==> src/rtl/fifo_uart_pkg.sv <==
// rtl/fifo_uart_pkg.sv - shared state encoding and counter sizing for the FIFO-draining UART transmitter
//
// Purpose : state enumeration used by fifo_uart_tx, default baud divisor and the
//           helper that derives counter widths from a count range.
// Ports   : none (package).
package fifo_uart_pkg;

  typedef enum logic [2:0] {
    ST_IDLE  = 3'd0,
    ST_REQ   = 3'd1,
    ST_LOAD  = 3'd2,
    ST_START = 3'd3,
    ST_DATA  = 3'd4,
    ST_STOP  = 3'd5
  } tx_state_e;

  // 100 MHz system clock, 115200 baud
  localparam int unsigned CLKS_PER_BIT_DFLT = 868;

  // Width needed to hold 0..n-1; never below one bit so n=1 or n=2 still
  // produce a legal vector.
  function automatic int unsigned cnt_width(input int unsigned n);
    return (n <= 2) ? 1 : $clog2(n);
  endfunction

  localparam int unsigned BIT_CNT_W_DFLT = cnt_width(CLKS_PER_BIT_DFLT);

endpackage

==> src/rtl/uart_baud_gen.sv <==
// rtl/uart_baud_gen.sv - bit-period timer producing a tick on the last cycle of every bit
//
// Purpose : counts 0..CLKS_PER_BIT-1 and wraps; clear restarts the bit period
//           so the first bit after a load is a full period.
// Ports   : clk        - system clock, rising edge
//           rst        - asynchronous active-low reset
//           clr_i      - restart the bit period (counter reads 0 next cycle)
//           bit_tick_o - high on the last cycle of each bit period
//           bit_pre_o  - high on the second-to-last cycle of each bit period
module uart_baud_gen
  import fifo_uart_pkg::*;
#(
  parameter int unsigned CLKS_PER_BIT = CLKS_PER_BIT_DFLT
) (
  input  logic clk,
  input  logic rst,
  input  logic clr_i,
  output logic bit_tick_o,
  output logic bit_pre_o
);

  localparam int unsigned       CNT_W    = cnt_width(CLKS_PER_BIT);
  localparam logic [CNT_W-1:0]  CNT_LAST = CNT_W'(CLKS_PER_BIT - 1);
  localparam logic [CNT_W-1:0]  CNT_PRE  = CNT_W'(CLKS_PER_BIT - 2);

  logic [CNT_W-1:0] cnt_q;
  logic [CNT_W-1:0] cnt_d;

  always_comb begin
    cnt_d = cnt_q + CNT_W'(1);
    if (clr_i || (cnt_q == CNT_LAST)) begin
      cnt_d = '0;
    end
  end

  always_ff @(posedge clk or negedge rst) begin
    if (!rst) begin
      cnt_q <= '0;
    end else begin
      cnt_q <= cnt_d;
    end
  end

  // The pre-tick lets the caller register an output that must be high on the
  // final cycle of a bit rather than one cycle after it.
  assign bit_tick_o = (cnt_q == CNT_LAST) && !clr_i;
  assign bit_pre_o  = (cnt_q == CNT_PRE)  && !clr_i;

endmodule

==> src/rtl/fifo_uart_tx.sv <==
// rtl/fifo_uart_tx.sv - drains an upstream FIFO word by word onto an 8N1-style UART line
//
// Purpose : reads one word per frame from a registered-output FIFO and sends it
//           as start bit, DATA_WIDTH data bits LSB first, stop bit.
// Ports   : clk        - system clock, rising edge
//           rst        - asynchronous active-low reset
//           enable     - drain permission, looked at only when choosing to start a frame
//           fifo_empty - upstream FIFO empty flag
//           fifo_data  - upstream read data, valid the cycle after fifo_rd_en
//           fifo_rd_en - one-cycle read strobe
//           tx         - serial line, idle high, registered
//           busy       - high whenever a frame is being fetched or sent
//           frame_done - one-cycle pulse on the last cycle of each stop bit
//           sent_count - frames completed since reset, wraps
module fifo_uart_tx
  import fifo_uart_pkg::*;
#(
  parameter int unsigned CLKS_PER_BIT = CLKS_PER_BIT_DFLT,
  parameter int unsigned DATA_WIDTH   = 8
) (
  input  logic                  clk,
  input  logic                  rst,
  input  logic                  enable,
  input  logic                  fifo_empty,
  input  logic [DATA_WIDTH-1:0] fifo_data,
  output logic                  fifo_rd_en,
  output logic                  tx,
  output logic                  busy,
  output logic                  frame_done,
  output logic [15:0]           sent_count
);

  localparam int unsigned      IDX_W    = cnt_width(DATA_WIDTH);
  localparam logic [IDX_W-1:0] IDX_LAST = IDX_W'(DATA_WIDTH - 1);

  tx_state_e             state_q;
  logic [DATA_WIDTH-1:0] shift_q;
  logic [IDX_W-1:0]      idx_q;
  logic                  tx_q;
  logic                  busy_q;
  logic                  rd_en_q;
  logic                  done_q;
  logic                  armed_q;
  logic [15:0]           sent_count_q;

  logic bit_tick;
  logic bit_pre;
  logic baud_clr;
  logic can_req;

  // Restart the bit timer while loading so START is a full bit period.
  assign baud_clr = (state_q == ST_LOAD);
  assign can_req  = enable && !fifo_empty;

  uart_baud_gen #(
    .CLKS_PER_BIT (CLKS_PER_BIT)
  ) u_baud (
    .clk        (clk),
    .rst        (rst),
    .clr_i      (baud_clr),
    .bit_tick_o (bit_tick),
    .bit_pre_o  (bit_pre)
  );

  always_ff @(posedge clk or negedge rst) begin
    if (!rst) begin
      state_q      <= ST_IDLE;
      shift_q      <= '0;
      idx_q        <= '0;
      tx_q         <= 1'b1;
      busy_q       <= 1'b0;
      rd_en_q      <= 1'b0;
      done_q       <= 1'b0;
      armed_q      <= 1'b0;
      sent_count_q <= 16'd0;
    end else begin
      // armed_q holds off the first request for one edge after reset release.
      armed_q <= 1'b1;
      rd_en_q <= 1'b0;
      done_q  <= 1'b0;

      case (state_q)
        ST_IDLE: begin
          if (armed_q && can_req) begin
            state_q <= ST_REQ;
            rd_en_q <= 1'b1;
            busy_q  <= 1'b1;
          end
        end

        ST_REQ: begin
          state_q <= ST_LOAD;
        end

        ST_LOAD: begin
          shift_q <= fifo_data;
          tx_q    <= 1'b0;
          state_q <= ST_START;
        end

        ST_START: begin
          if (bit_tick) begin
            state_q <= ST_DATA;
            idx_q   <= '0;
            tx_q    <= shift_q[0];
            shift_q <= shift_q >> 1;
          end
        end

        ST_DATA: begin
          if (bit_tick) begin
            if (idx_q == IDX_LAST) begin
              state_q <= ST_STOP;
              tx_q    <= 1'b1;
            end else begin
              idx_q   <= idx_q + IDX_W'(1);
              tx_q    <= shift_q[0];
              shift_q <= shift_q >> 1;
            end
          end
        end

        ST_STOP: begin
          // Set one cycle early so the registered pulse lands on the final
          // stop cycle; the count moves together with the pulse.
          if (bit_pre) begin
            done_q       <= 1'b1;
            sent_count_q <= sent_count_q + 16'd1;
          end
          if (bit_tick) begin
            if (can_req) begin
              state_q <= ST_REQ;
              rd_en_q <= 1'b1;
            end else begin
              state_q <= ST_IDLE;
              busy_q  <= 1'b0;
            end
          end
        end

        default: begin
          state_q <= ST_IDLE;
          tx_q    <= 1'b1;
          busy_q  <= 1'b0;
        end
      endcase
    end
  end

  assign fifo_rd_en = rd_en_q;
  assign tx         = tx_q;
  assign busy       = busy_q;
  assign frame_done = done_q;
  assign sent_count = sent_count_q;

endmodule

==> config.mk <==
export PLATFORM = sky130hd
export DESIGN_NAME = fifo_uart_tx
export DESIGN_NICKNAME = d
export VERILOG_FILES = /design/src/rtl/fifo_uart_pkg.sv /design/src/rtl/uart_baud_gen.sv /design/src/rtl/fifo_uart_tx.sv
export SDC_FILE = /design/constraint.sdc
export NUM_CORES = 1
export LEC_CHECK = 0
export CAP_MARGIN = 20
export CORE_MARGIN = 3
export CORE_UTILIZATION = 38
export CTS_CLUSTER_DIAMETER = 100
export DETAILED_ROUTE_END_ITERATION = 10
export GPL_TIMING_DRIVEN = 0
export SLEW_MARGIN = 10
export SYNTH_ARGS = -nofsm -noshare
export SYNTH_HDL_FRONTEND = slang
export SYNTH_HIERARCHICAL = 1
export SYNTH_SLANG_ARGS = --single-unit
==> constraint.sdc <==
create_clock -name clk -period 4.2 [get_ports clk]
set_input_delay 1.26 -clock clk [delete_from_list [all_inputs] [get_ports clk]]
set_output_delay 1.26 -clock clk [all_outputs]
set_load 0.03 [all_outputs]
==> results.yml, run 1 <==
critical_path:
  worstReg2RegStart: "state_q[0]"
  crit_required_ns: 2.94
  crit_path_end: "tx"
  cp_slowest_cell: "clkdlybuf4s50_1"
  crit_type: "register to primary output"
  endpoint_kind: "primary output"
  cpPeakStageDelay_ns: 0.66
  crit_path_start_kind: "register"
  path_buf_inv: 1
  cp_top_family: "buffers and inverters"
  crit_chain: "clkdlybuf4s50_1"
  critPathLaunch: "tx"
  rrSetupSlack_ns: 1.79
  reg2reg_to: "sent_count[10]"
  cp.depth: 1
  crit_fanout: 3
  arrival_ns: 1.51
  reg2reg_depth: 7
detailed_routing:
  firstDrtPassIters: 4
  wl_per_cell_um: 13.6
  num_vias: 1727
  detail-route-antenna-nets: 0
  viasPerCell: 5.22
  routed_wl_um: 4510
  drcViolationCount: 0
  drt_iter0_drc: 69
die:
  io_pins: 32
  start_util: 0.401
  die_area_um2: 6920
  die_w_um: 83.2
  rows: 27
  dieHeight_um: 83.2
  coreArea_um2: 5640
synth:
  synth_top_cell_area_share: 0.486
  yosys.area_share.simple: 0.209
  synth_compound_area_frac: 0.120
  synth_top_family_by_area: "simple AND/OR/NAND/NOR gates"
  synthMuxAreaShare: 0.0359
  post-synth-top-count-cell: "dfrtp_1"
  synth_commonest_cells: "dfrtp_1, nor2_1, nand3_1"
  synth.area.top_cells: "dfrtp_1, xnor2_1, nor2_1"
  ys_ff_latch: 45
  ys.flop_type: "dfrtp_1"
  synthCells: 219
  synth_fa_ha_area_frac: 0.0332
  syn_avg_cell_area_um2: 10.3
  synth_fp_nets: 237
  synth-seq-area-share: 0.498
  yosys_warnings: 6
  syn_area_um2: 2260
  synth-xor-area-share: 0.0697
  async_flop_share: 1.00
  ys_types: 50
  synth-edff-count: 0
  yosysTopAreaCell: "dfrtp_1"
power_and_ir_drop:
  ir_drop_mv: 0.217
  p_total_uw: 1140
  p_leak_uw: 0.00126
  power-per-cell-area_nw_per_um2: 409
cells_and_area:
  diodes: 0
  syn_to_final_growth_pct: 23.7
  nNetsFinal: 276
  layout-drive-gt1-share: 0.0927
  fin_area_um2: 2800
  postLayoutCoreUtil: 0.496
  fill_cells: 546
cts:
  htreeDepth: 2
  cts.sinks: 45
  postCtsSetupRepairBufs: 0
  cts.path.max_buffers: 2
  cts_tree: "built"
  cts_buffers: 5
  path_clk_slew_ns: 0.09
  hold_buffers: 0
  cts_root_buf: "clkbuf_8"
  cts_resized: 0
  clock_latency_ns: 0.30
sta:
  finalHoldViolCount: 0
  hold_slack_ns: 0.474
  setup_viol: 0
  worstMarginPinSlew_ns: 0.507
  maxSlewHeadroom: 0.662
  setup_tns_ns: 0
  fmax_mhz: 361
  finalMaxSlewViolations: 0
  period_share: 0.660
  fin_skew_ns: 0.00800
  period_needed_ns: 2.77
  grt_setup_unrepaired: "no"
global_route:
  grt-ovfl-total: 0
  grt_pass1_vias: 1723
  track_usage: 0.138
  grt_max_degree: 28
  antenna_found_initial: 0
  grt_pass1_wl_um: 8050
placed_design:
  io_buffer_count: 31
  gp_congestion: 0.755
  placed_area_um2: 2680
  dp_hpwl_um: 3210
status:
  status: "completed"
worst_hold_path:
  hp-class: "register to register"
flow_run:
  max_cap_viol_count: 0
-- placed cells by master (no fill, tap or decap), types with 7 or more instances in the layout --
cell type	count
dfrtp_1	44
clkdlybuf4s50_1	30
nor2_1	21
nand3_1	14
nand2_1	13
a21oi_1	13
xnor2_1	11
inv_1	10
o21ai_0	7
mux2i_1	7
xor2_1	7
-- cell type report --
type	instances	area [µm²]	area share
clock inverters	2	37.5	0.0134
plain buffers	7	36.3	0.0130
multi-input cells	157	1060	0.380
flip-flops and latches	45	1130	0.403
repair buffers	32	325	0.116
inverters	10	37.5	0.0134
well taps	72	90.1	0.0322
clock buffers	6	82.6	0.0295
-- power breakdown --
part | leakage, µW | switching (µW) | total (µW) | internal [µW]
sequential | 0.000575 | 57.9 | 558 | 500
clock | 0.0000574 | 155 | 349 | 194
combinational | 0.000623 | 129 | 237 | 107
-- how the worst min path moves through the flow --
stage,start,endpoint,slack [ns],cells after the start
after floorplan,u_baud/cnt_q[0],u_baud/cnt_q[0],0.47,1
after detailed placement,sent_count[15],sent_count[15],0.47,1
final,sent_count[15],sent_count[15],0.47,1
after global routing,sent_count[15],sent_count[15],0.52,1
after global placement,sent_count[15],sent_count[15],0.46,1
after CTS,sent_count[15],sent_count[15],0.48,1
-- per-layer routing --
| metal | wire length, µm | share of wire | GRT usage | vias to the layer above |
|---|---|---|---|---|
| li1 | - | - | - | 852 |
| met1 | 2300 | 0.51 | 0.208 | 842 |
| met3 | 159 | 0.035 | 0.0367 | 2 |
| met4 | 21 | 0.0047 | 0.0297 | 0 |
| met2 | 2030 | 0.45 | 0.198 | 31 |
| met5 | 0 | 0 | 0 | - |
-- registers in the layout, indices dropped and copies added, names as in the netlist --
register and count:
shift_q 8, tx 1, sent_count 16, idx_q 3, fifo_rd_en 1, u_baud/cnt_q 10, armed_q 1, frame_done 1
state_q 3, busy 1
-- through the flow --
step / instances / setup WS (ns)
after floorplan: 219 / 2.15
after global placement: 322 / 0.541
after detailed placement: 323 / 1.75
after CTS: 331 / 1.41
after global routing: 331 / 1.39
final: 331 / 1.43
-- cell families after synthesis --
kind of cell / Yosys count
AND/OR/NAND/NOR: 85
flip-flops: 45
AO/OA/AOI/OAI: 39
XOR/XNOR: 18
buffers and inverters: 17
multiplexers: 8
adder cells (fa/ha/maj): 6
other: 1
Power figures use the tool's default switching activity.
==> inputs of run 2 (changes only) <==
==> constraint.sdc (replaced) <==
create_clock -name clk -period 2.46 [get_ports clk]
set_input_delay 0.738 -clock clk [delete_from_list [all_inputs] [get_ports clk]]
set_output_delay 0.738 -clock clk [all_outputs]
set_load 0.03 [all_outputs]
==> results.yml, run 2 (synthesized netlist as in run 1, its figures left out) <==
sta:
  finalHoldViolCount: 0
  period_share: 0.938
  worstMarginPinSlew_ns: 0.514
  setup_tns_ns: 0
  fmax_mhz: 433
  setup_viol: 0
  hold_slack_ns: 0.372
  maxSlewHeadroom: 0.657
  fin_skew_ns: 0.00894
  period_needed_ns: 2.31
  finalMaxSlewViolations: 0
die:
  coreArea_um2: 5640
  io_pins: 32
  rows: 27
  die_area_um2: 6920
  die_w_um: 83.2
  dieHeight_um: 83.2
  start_util: 0.401
cells_and_area:
  final_cell_count_no_fill: 331
  layout-drive-gt1-share: 0.104
  layout_commonest_cell: "dfrtp_1"
  nNetsFinal: 276
  fin_area_um2: 2820
  diodes: 0
  largest_reg_flops: 16
  final_cell_mix: "dfrtp_1, clkdlybuf4s50_1, nor2_1, nand3_1"
  fill_cells: 544
  postLayoutCoreUtil: 0.500
  syn_to_final_growth_pct: 24.5
cts:
  cts.path.max_buffers: 2
  cts.sinks: 45
  cts_root_buf: "clkbuf_8"
  cts_tree: "built"
  clock_latency_ns: 0.30
  path_clk_slew_ns: 0.09
  postCtsSetupRepairBufs: 0
  cts_buffers: 5
  htreeDepth: 2
power_and_ir_drop:
  clkPwrFrac: 0.305
  switching_share: 0.300
  ir_drop_mv: 0.369
  power_frac_comb: 0.207
  p_leak_uw: 0.00127
  power-per-cell-area_nw_per_um2: 694
  p_int_uw: 1370
  pwr-share-seq: 0.487
  p_switching_uw: 587
detailed_routing:
  viasPerCell: 5.29
  drcViolationCount: 0
  wl_per_cell_um: 13.7
  num_vias: 1752
  drt_iter0_drc: 80
  firstDrtPassIters: 4
  detail-route-antenna-nets: 0
  routed_wl_um: 4530
status:
  status: "completed"
global_route:
  track_usage: 0.138
  grt_pass1_vias: 1723
  grt_max_degree: 28
  grt_pass1_wl_um: 8050
  antenna_found_initial: 0
  grt-ovfl-total: 0
critical_path:
  crit_type: "register to register"
  endpoint_kind: "register"
  crit_required_ns: 2.66
  arrival_ns: 2.50
  cp_slowest_cell: "dfrtp_1"
  crit_path_start_kind: "register"
  cpPeakStageDelay_ns: 0.45
  crit_fanout: 8
  crit_chain: "and4bb_2 > nand3_1 > nor3b_1 > nand4b_4 > nor4_4 > nand4_1 > xnor2_1"
flow_run:
  max_cap_viol_count: 0
placed_design:
  io_buffer_count: 31
  placed_area_um2: 2680
  dp_hpwl_um: 3210
  dp_cells: 323
  gp_congestion: 0.755
worst_hold_path:
  hp-class: "input port to asynchronous set/reset pin"
run 2: changes by cell type in the layout (fill, tap and decap cells not counted):
cell	previous run	this run
nor3b_2	0	1
nand4b_4	0	1
nor3b_1	2	1
nand4b_2	1	0
nor3_1	5	4
clkbuf_1	3	2
clkbuf_2	0	1
nor3_2	0	1
run 2: area by class of cell:
class	instances	area (µm²)	area share
inverter	10	37.5	0.0133
clock inverter	2	37.5	0.0133
sequential	45	1130	0.400
buffer	7	37.5	0.0133
clock buffer	6	82.6	0.0293
tap	72	90.1	0.0320
timing repair buffer	32	325	0.115
multi-input combinational	157	1080	0.383
run 2: path summary, 6_finish.rpt:
check / endpoint / slack (ns) / depth (start not counted) / from
max: sent_count[15] / 0.15 / 7 / u_baud/cnt_q[2]
min: u_baud/cnt_q[2] / 0.37 / 1 / rst
max reg2reg: sent_count[15] / 0.15 / 7 / u_baud/cnt_q[2]
min reg2reg: sent_count[15] / 0.47 / 1 / sent_count[15]
max in group asynchronous: tx / 1.53 / 2 / rst
min in group clk: sent_count[15] / 0.47 / 1 / sent_count[15]
run 2: repair_timing:
item                       CTS  global route
setup endpoints to repair    0            20
resized for setup            0             5
hold buffers                 0             0
run 2: critical path: cells and delay by family, from the launching register on:
kind,cells,cell delay (ns)
XOR/XNOR,1,0.14
flip-flops,1,0.45
AND/OR/NAND/NOR,6,1.62
run 2: routing by layer:
| layer | routed length [µm] | track usage | share of wire |
|---|---|---|---|
| met1 | 2300 | 0.208 | 0.51 |
| met5 | 0 | 0 | 0 |
| met3 | 178 | 0.0367 | 0.039 |
| met4 | 21 | 0.0297 | 0.0046 |
| met2 | 2030 | 0.198 | 0.45 |
run 2: power groups by stage:
stage	Combinational, µW	Clock (µW)	Sequential [µW]
2_1_floorplan	296	0	955
3_3_place_gp	400	0	965
3_5_place_dp	410	0	967
4_1_cts	414	620	952
5_1_grt	470	645	977
6_report	406	597	953
run 2: metrics by stage:
| stage | total power (µW) | setup slack (ns) |
|---|---|---|
| after global placement | 1360 | -0.677 |
| after global routing | 2090 | -0.0467 |
| after CTS | 1990 | 0.00656 |
| after floorplan | 1250 | 0.409 |
| final | 1960 | 0.153 |
| after detailed placement | 1380 | 0.0161 |
==> inputs of run 3 (changes only) <==
==> constraint.sdc (replaced) <==
create_clock -name clk -period 2.98 [get_ports clk]
set_input_delay 0.745 -clock clk [delete_from_list [all_inputs] [get_ports clk]]
set_output_delay 0.745 -clock clk [all_outputs]
set_load 0.03 [all_outputs]
==> results of run 3 <==
The final DEF is identical to that of run 1. Status: completed.
Main changes from that run: setup slack after placement 1.75 ns -> 0.536 ns; setup slack after layout 1.43 ns -> 0.567 ns; hold slack 0.474 ns -> 0.378 ns; start point of the critical path tx -> state_q[0]; end point of the critical path tx -> sent_count[10]; register-to-register setup slack 1.79 ns -> 0.57 ns; total power 1140 µW -> 1610 µW; worst IR drop on VDD 0.217 mV -> 0.305 mV
